===== src/rtl/if_prefetch_unit_pkg.sv =====
// Shared pipeline-buffer definitions: prefetch queue entry layout and sizing helpers.
package if_prefetch_unit_pkg;

    localparam int FQ_DEPTH_DEFAULT = 4;
    localparam int FQ_PC_W_DEFAULT  = 9;
    localparam int FQ_INS_W_DEFAULT = 32;

    // Entry layout for the default configuration; parametrised users build the same shape locally.
    typedef struct packed {
        logic [FQ_PC_W_DEFAULT-1:0]  pc;
        logic [FQ_INS_W_DEFAULT-1:0] instr;
    } fq_entry_t;

    function automatic int fq_count_w(input int depth);
        return $clog2(depth + 1);
    endfunction

endpackage


===== src/rtl/if_prefetch_unit_sync_fifo.sv =====
// Synchronous FIFO with clear; head output holds its last value while empty.
module if_prefetch_unit_sync_fifo
    import if_prefetch_unit_pkg::*;
#(
    parameter type elem_t = logic [31:0],
    parameter int  DEPTH  = FQ_DEPTH_DEFAULT
) (
    input  logic                         clk,
    input  logic                         reset,
    input  logic                         clear,
    input  logic                         push,
    input  elem_t                        wdata,
    input  logic                         pop,
    output elem_t                        rdata,
    output logic                         full,
    output logic                         empty,
    output logic [fq_count_w(DEPTH)-1:0] count
);

    localparam int CNT_W = fq_count_w(DEPTH);
    localparam int PTR_W = $clog2(DEPTH);

    elem_t             mem_q [DEPTH];
    elem_t             last_q;
    logic [PTR_W-1:0]  rd_ptr_q, rd_ptr_d;
    logic [PTR_W-1:0]  wr_ptr_q, wr_ptr_d;
    logic [CNT_W-1:0]  count_q, count_d;
    logic              do_push, do_pop;

    function automatic logic [PTR_W-1:0] ptr_inc(input logic [PTR_W-1:0] p);
        if (p == PTR_W'(DEPTH - 1)) return '0;
        return p + 1'b1;
    endfunction

    assign empty   = (count_q == '0);
    assign full    = (count_q == CNT_W'(DEPTH));
    assign do_pop  = pop && !empty;
    assign do_push = push && (!full || do_pop);
    assign count   = count_q;
    assign rdata   = empty ? last_q : mem_q[rd_ptr_q];

    always_comb begin
        rd_ptr_d = rd_ptr_q;
        wr_ptr_d = wr_ptr_q;
        count_d  = count_q;
        if (clear) begin
            rd_ptr_d = '0;
            wr_ptr_d = '0;
            count_d  = '0;
        end else begin
            if (do_push) wr_ptr_d = ptr_inc(wr_ptr_q);
            if (do_pop)  rd_ptr_d = ptr_inc(rd_ptr_q);
            count_d = count_q + CNT_W'(do_push) - CNT_W'(do_pop);
        end
    end

    always_ff @(posedge clk) begin
        if (reset) begin
            rd_ptr_q <= '0;
            wr_ptr_q <= '0;
            count_q  <= '0;
            last_q   <= '0;
        end else begin
            rd_ptr_q <= rd_ptr_d;
            wr_ptr_q <= wr_ptr_d;
            count_q  <= count_d;
            last_q   <= rdata;
        end
    end

    // Storage is not reset; the count alone decides what is visible.
    always_ff @(posedge clk) begin
        if (!reset && !clear && do_push) mem_q[wr_ptr_q] <= wdata;
    end

endmodule


===== src/rtl/if_prefetch_unit.sv =====
// Instruction-fetch front end: PC generation, synchronous imem access, prefetch queue to decode.
module if_prefetch_unit
    import if_prefetch_unit_pkg::*;
#(
    parameter int              PC_W     = 9,
    parameter int              INS_W    = 32,
    parameter int              DEPTH    = FQ_DEPTH_DEFAULT,
    parameter logic [PC_W-1:0] RESET_PC = '0
) (
    input  logic                         clk,
    input  logic                         reset,
    output logic                         imem_req,
    output logic [PC_W-1:0]              imem_addr,
    input  logic [INS_W-1:0]             imem_rdata,
    input  logic                         redirect,
    input  logic [PC_W-1:0]              redirect_pc,
    output logic                         id_valid,
    input  logic                         id_ready,
    output logic [INS_W-1:0]             id_instr,
    output logic [PC_W-1:0]              id_pc,
    output logic [fq_count_w(DEPTH)-1:0] count
);

    localparam int CNT_W = fq_count_w(DEPTH);
    localparam int CMP_W = CNT_W + 1;

    typedef struct packed {
        logic [PC_W-1:0]  pc;
        logic [INS_W-1:0] instr;
    } entry_t;

    logic [PC_W-1:0]  fetch_pc_q, fetch_pc_d;
    logic [PC_W-1:0]  inflight_pc_q, inflight_pc_d;
    logic             inflight_q, inflight_d;
    logic             pop, fifo_empty, fifo_full;
    logic [CNT_W-1:0] fifo_count;
    logic [CMP_W-1:0] occupancy, limit;
    entry_t           push_entry, head_entry;

    assign pop = id_valid && id_ready;

    // A slot is reserved for every word in flight, so a returning word always fits.
    assign occupancy = {1'b0, fifo_count} + {{CNT_W{1'b0}}, inflight_q};
    assign limit     = CMP_W'(DEPTH) + {{CNT_W{1'b0}}, pop};
    assign imem_req  = !reset && !redirect && (occupancy < limit);
    assign imem_addr = fetch_pc_q;

    always_comb begin
        fetch_pc_d    = fetch_pc_q;
        inflight_pc_d = inflight_pc_q;
        inflight_d    = 1'b0;
        if (redirect) begin
            fetch_pc_d = {redirect_pc[PC_W-1:2], 2'b00};
        end else if (imem_req) begin
            inflight_d    = 1'b1;
            inflight_pc_d = fetch_pc_q;
            fetch_pc_d    = fetch_pc_q + PC_W'(4);
        end
    end

    always_ff @(posedge clk) begin
        if (reset) begin
            fetch_pc_q    <= RESET_PC;
            inflight_pc_q <= '0;
            inflight_q    <= 1'b0;
        end else begin
            fetch_pc_q    <= fetch_pc_d;
            inflight_pc_q <= inflight_pc_d;
            inflight_q    <= inflight_d;
        end
    end

    assign push_entry = '{pc: inflight_pc_q, instr: imem_rdata};

    if_prefetch_unit_sync_fifo #(
        .elem_t (entry_t),
        .DEPTH  (DEPTH)
    ) u_fifo (
        .clk   (clk),
        .reset (reset),
        .clear (redirect),
        .push  (inflight_q),
        .wdata (push_entry),
        .pop   (pop),
        .rdata (head_entry),
        .full  (fifo_full),
        .empty (fifo_empty),
        .count (fifo_count)
    );

    assign id_valid = !fifo_empty;
    assign id_instr = head_entry.instr;
    assign id_pc    = head_entry.pc;
    assign count    = fifo_count;

    logic unused_full;
    assign unused_full = fifo_full;

endmodule


===== config.mk =====
export PLATFORM = sky130hd
export DESIGN_NAME = if_prefetch_unit
export DESIGN_NICKNAME = d
export VERILOG_FILES = /design/src/rtl/if_prefetch_unit_pkg.sv /design/src/rtl/if_prefetch_unit_sync_fifo.sv /design/src/rtl/if_prefetch_unit.sv
export SDC_FILE = /design/constraint.sdc
export NUM_CORES = 1
export LEC_CHECK = 0
export BUFFER_PORTS_ARGS = -buffer_cell sky130_fd_sc_hd__buf_2
export CAP_MARGIN = 10
export CORE_ASPECT_RATIO = 1.75
export CORE_MARGIN = 5
export CORE_UTILIZATION = 40
export DETAILED_ROUTE_END_ITERATION = 8
export GPL_TIMING_DRIVEN = 0
export PLACE_DENSITY = 0.55
export SLEW_MARGIN = 40
export SYNTH_ARGS = -nofsm -noshare
export SYNTH_HDL_FRONTEND = slang
export SYNTH_HIERARCHICAL = 1
export SYNTH_SLANG_ARGS = --single-unit

===== constraint.sdc =====
create_clock -name clk -period 8.23 [get_ports clk]
set_input_delay 1.2345 -clock clk [delete_from_list [all_inputs] [get_ports clk]]
set_output_delay 1.2345 -clock clk [all_outputs]
set_load 0.01 [all_outputs]

==> results.md <==
* GP Congestion at 0.740
* WP buf/inv at 4
* Syn-to-layout area delta at 19.4%
* Hold Path Stages at 2
* Layout filler cell count at between 1,500 and 2,000
* Pwr Total at 2.38 mW
* CP Capture Type: primary output
* Setup TNS at 0 ns
* Mapped Area at 8770 um^2
* Die area at 25,100 um^2
* Root Driver: clkbuf_16
* Largest net degree at the start of global routing at 29
* Max rail drop VDD at 110 uV
* Hold Buf Count CTS at 0
* Num Clock Sinks at 229
* Dpl ws at 4.54 ns
* Worst relative slew slack at 56.9%
* R2R Setup Slk at between 5 and 6 ns
* Cells along the critical path: nor3_2, buf_4, nor4b_4, o21ai_2, inv_2, buf_6, buf_2
* Worst r2r src: u_fifo/count[1]$_SDFF_PP0_
* Final HPWL DP at 11,500 um
* Max-slew violations at 0
* Post_cts resized at 0
* CP max stage delay at ~0.6 ns
* Core area at 21,600 um^2
* Initial DRC count at about 160
* Final Hold Slack at 0.496 ns
* TritonRoute pass-1 iters at 6
* Mapped Avg Cell Area at 18.0 um^2
* Setup ws final at between 4 and 5 ns
* Clock latency on the worst-skew pair at 0.49 ns
* CP max FO at 12
* First-pass GRT wire length at between 20,000 and 30,000 um
* Vias in the first global route at 5,137
* Die extent in x at roughly 120 um
* Final Skew at 0.00712 ns
* Final setup vio count at 0
* Hold EP: inflight_pc_q[3]$_SDFFE_PP0P_
* Starting Density at 40.6%
* Clock period minus worst slack at 3.97 ns
* RSZ-0062 raised after global routing: no
* Final Net Count at about 670
* Setup CP Type: flop to primary output
* Worst Path Required at around 7 ns
* Clock Path Buffers at 3
* Site Rows at 71
* CP arrival at 2.74 ns
* Via count at 4,543
* CTS H-tree lvls at 1
* Layout cells sized above 1 at roughly 39%
* Port bufs at 95
* Yosys warnings at 6
* DRT antenna net count at 0
* Post-CTS Setup Bufs at 0
* Worst r2r dst: u_fifo/count[2]$_SDFF_PP0_
* R2R cell count at 10
* Grt ovf at 0
* Slew @ Worst Pin at between 0.6 and 0.7 ns
* FMAX at 252 MHz
* Gr usage total at 14.2%
* Post-Synthesis Cells at 487
* Routed length per instance at 18.6 um
* CTS tree: done
* DR DRC count at 0
* I/O pin total at 100
* Vias/cell at slightly below 5
* Pwr Density at ~230 nW/um^2
* Clock slew at reported path FFs at 0.06 ns
* Leak Pwr at 3.79 nW
* Max-cap violations at 0
* Final Hold Vio Count at 0
* CTS Buf Count at 22
* Die H at a little over 200 um
* Delay-heaviest family, CP: buffers and inverters
* Slowest-stage cell, CP: nor3_2
* Status: complete, no violations
* Initial antenna violation count at 0
* Tcrit/Tclk final at between 40% and 50%
* Hold path startpoint: inflight_pc_q[3]$_SDFFE_PP0P_
* Min-Delay Path Class: flop to flop
* Crit start category: flop
* Final WL at 17,200 um
power by group:
part / internal (mW) / switching (mW) / leakage, nW
clock network: 0.603 / 0.409 / 0.356
registers: 1.25 / 0.00853 / 2.02
logic: 0.0523 / 0.0616 / 1.42
total: 1.90 / 0.479 / 3.79
layer usage:
layer | GRT usage [%] | vias to the layer above | routed length [um]
met5 | 0 | - | 0
met4 | 3.73 | 0 | 291
met3 | 2.41 | 18 | 758
met2 | 27.6 | 90 | 9750
met1 | 15.7 | 2317 | 6430
li1 | - | 2118 | -
layout by cell type, fill, tap and decap left out, types with 5 or more instances in the layout:
| master | n |
|---|---|
| edfxtp_1 | 164 |
| buf_2 | 99 |
| dfxtp_1 | 65 |
| mux4_2 | 41 |
| mux2_2 | 41 |
| nor2b_1 | 41 |
| nand2_1 | 23 |
| clkbuf_16 | 23 |
| clkbuf_1 | 10 |
| conb_1 | 10 |
| ha_1 | 9 |
| a21oi_1 | 8 |
| buf_6 | 7 |
| inv_1 | 7 |
| buf_4 | 7 |
| nand3_1 | 6 |
| or3_1 | 6 |
| clkinv_1 | 5 |
| a31oi_1 | 5 |
| nor2_1 | 5 |
how the worst max path moves through the flow:
stage                                from                      endpoint  slack [ns]  depth (start not counted)
6_report       u_fifo/count[1]$_SDFF_PP0_                      imem_req        4.26                          7
5_1_grt        u_fifo/count[2]$_SDFF_PP0_                      imem_req        4.01                          7
4_1_cts        u_fifo/count[1]$_SDFF_PP0_                      imem_req        4.15                          7
3_5_place_dp                        reset                      imem_req        4.54                          7
3_3_place_gp                        reset  u_fifo/mem_q[0][6]$_DFFE_PP_        3.86                          4
2_1_floorplan                       reset                      imem_req        5.06                          5
state kept, by name, indices dropped and copies added, names as in the netlist, named ones only:
name	flops
imem_addr	7
u_fifo/count	3
u_fifo/mem_q	164
inflight_pc_q	7
inflight_q	1
u_fifo/wr_ptr_q	2
u_fifo/rd_ptr_q	2
u_fifo/last_q	41
area by class of cell:
cell class | instances | area (um^2) | area share [%]
repair buffers | 99 | 556 | 5.30
diodes | 1 | 2.50 | 0.0239
clock buffers | 26 | 587 | 5.60
clock inverters | 13 | 141 | 1.35
inverters | 9 | 33.8 | 0.322
well taps | 292 | 365 | 3.49
plain buffers | 25 | 178 | 1.70
flip-flops and latches | 229 | 6230 | 59.4
multi-input cells | 233 | 2390 | 22.8
worst min-delay path: stages (launching register included):
cell and delay, ns:
dfxtp_1 0.34, nand2_1 0.06, a21oi_1 0.05
per-stage QoR:
step                      util, %  instance area, um^2  instances
after global routing         48.5                10500        926
after floorplan                 -                 8810        496
after CTS                    48.5                10500        926
after detailed placement     45.2                 9750        887
final                        48.5                10500        927
after global placement       44.7                 9650        883
No activity file was read; power rests on OpenSTA's default activity.
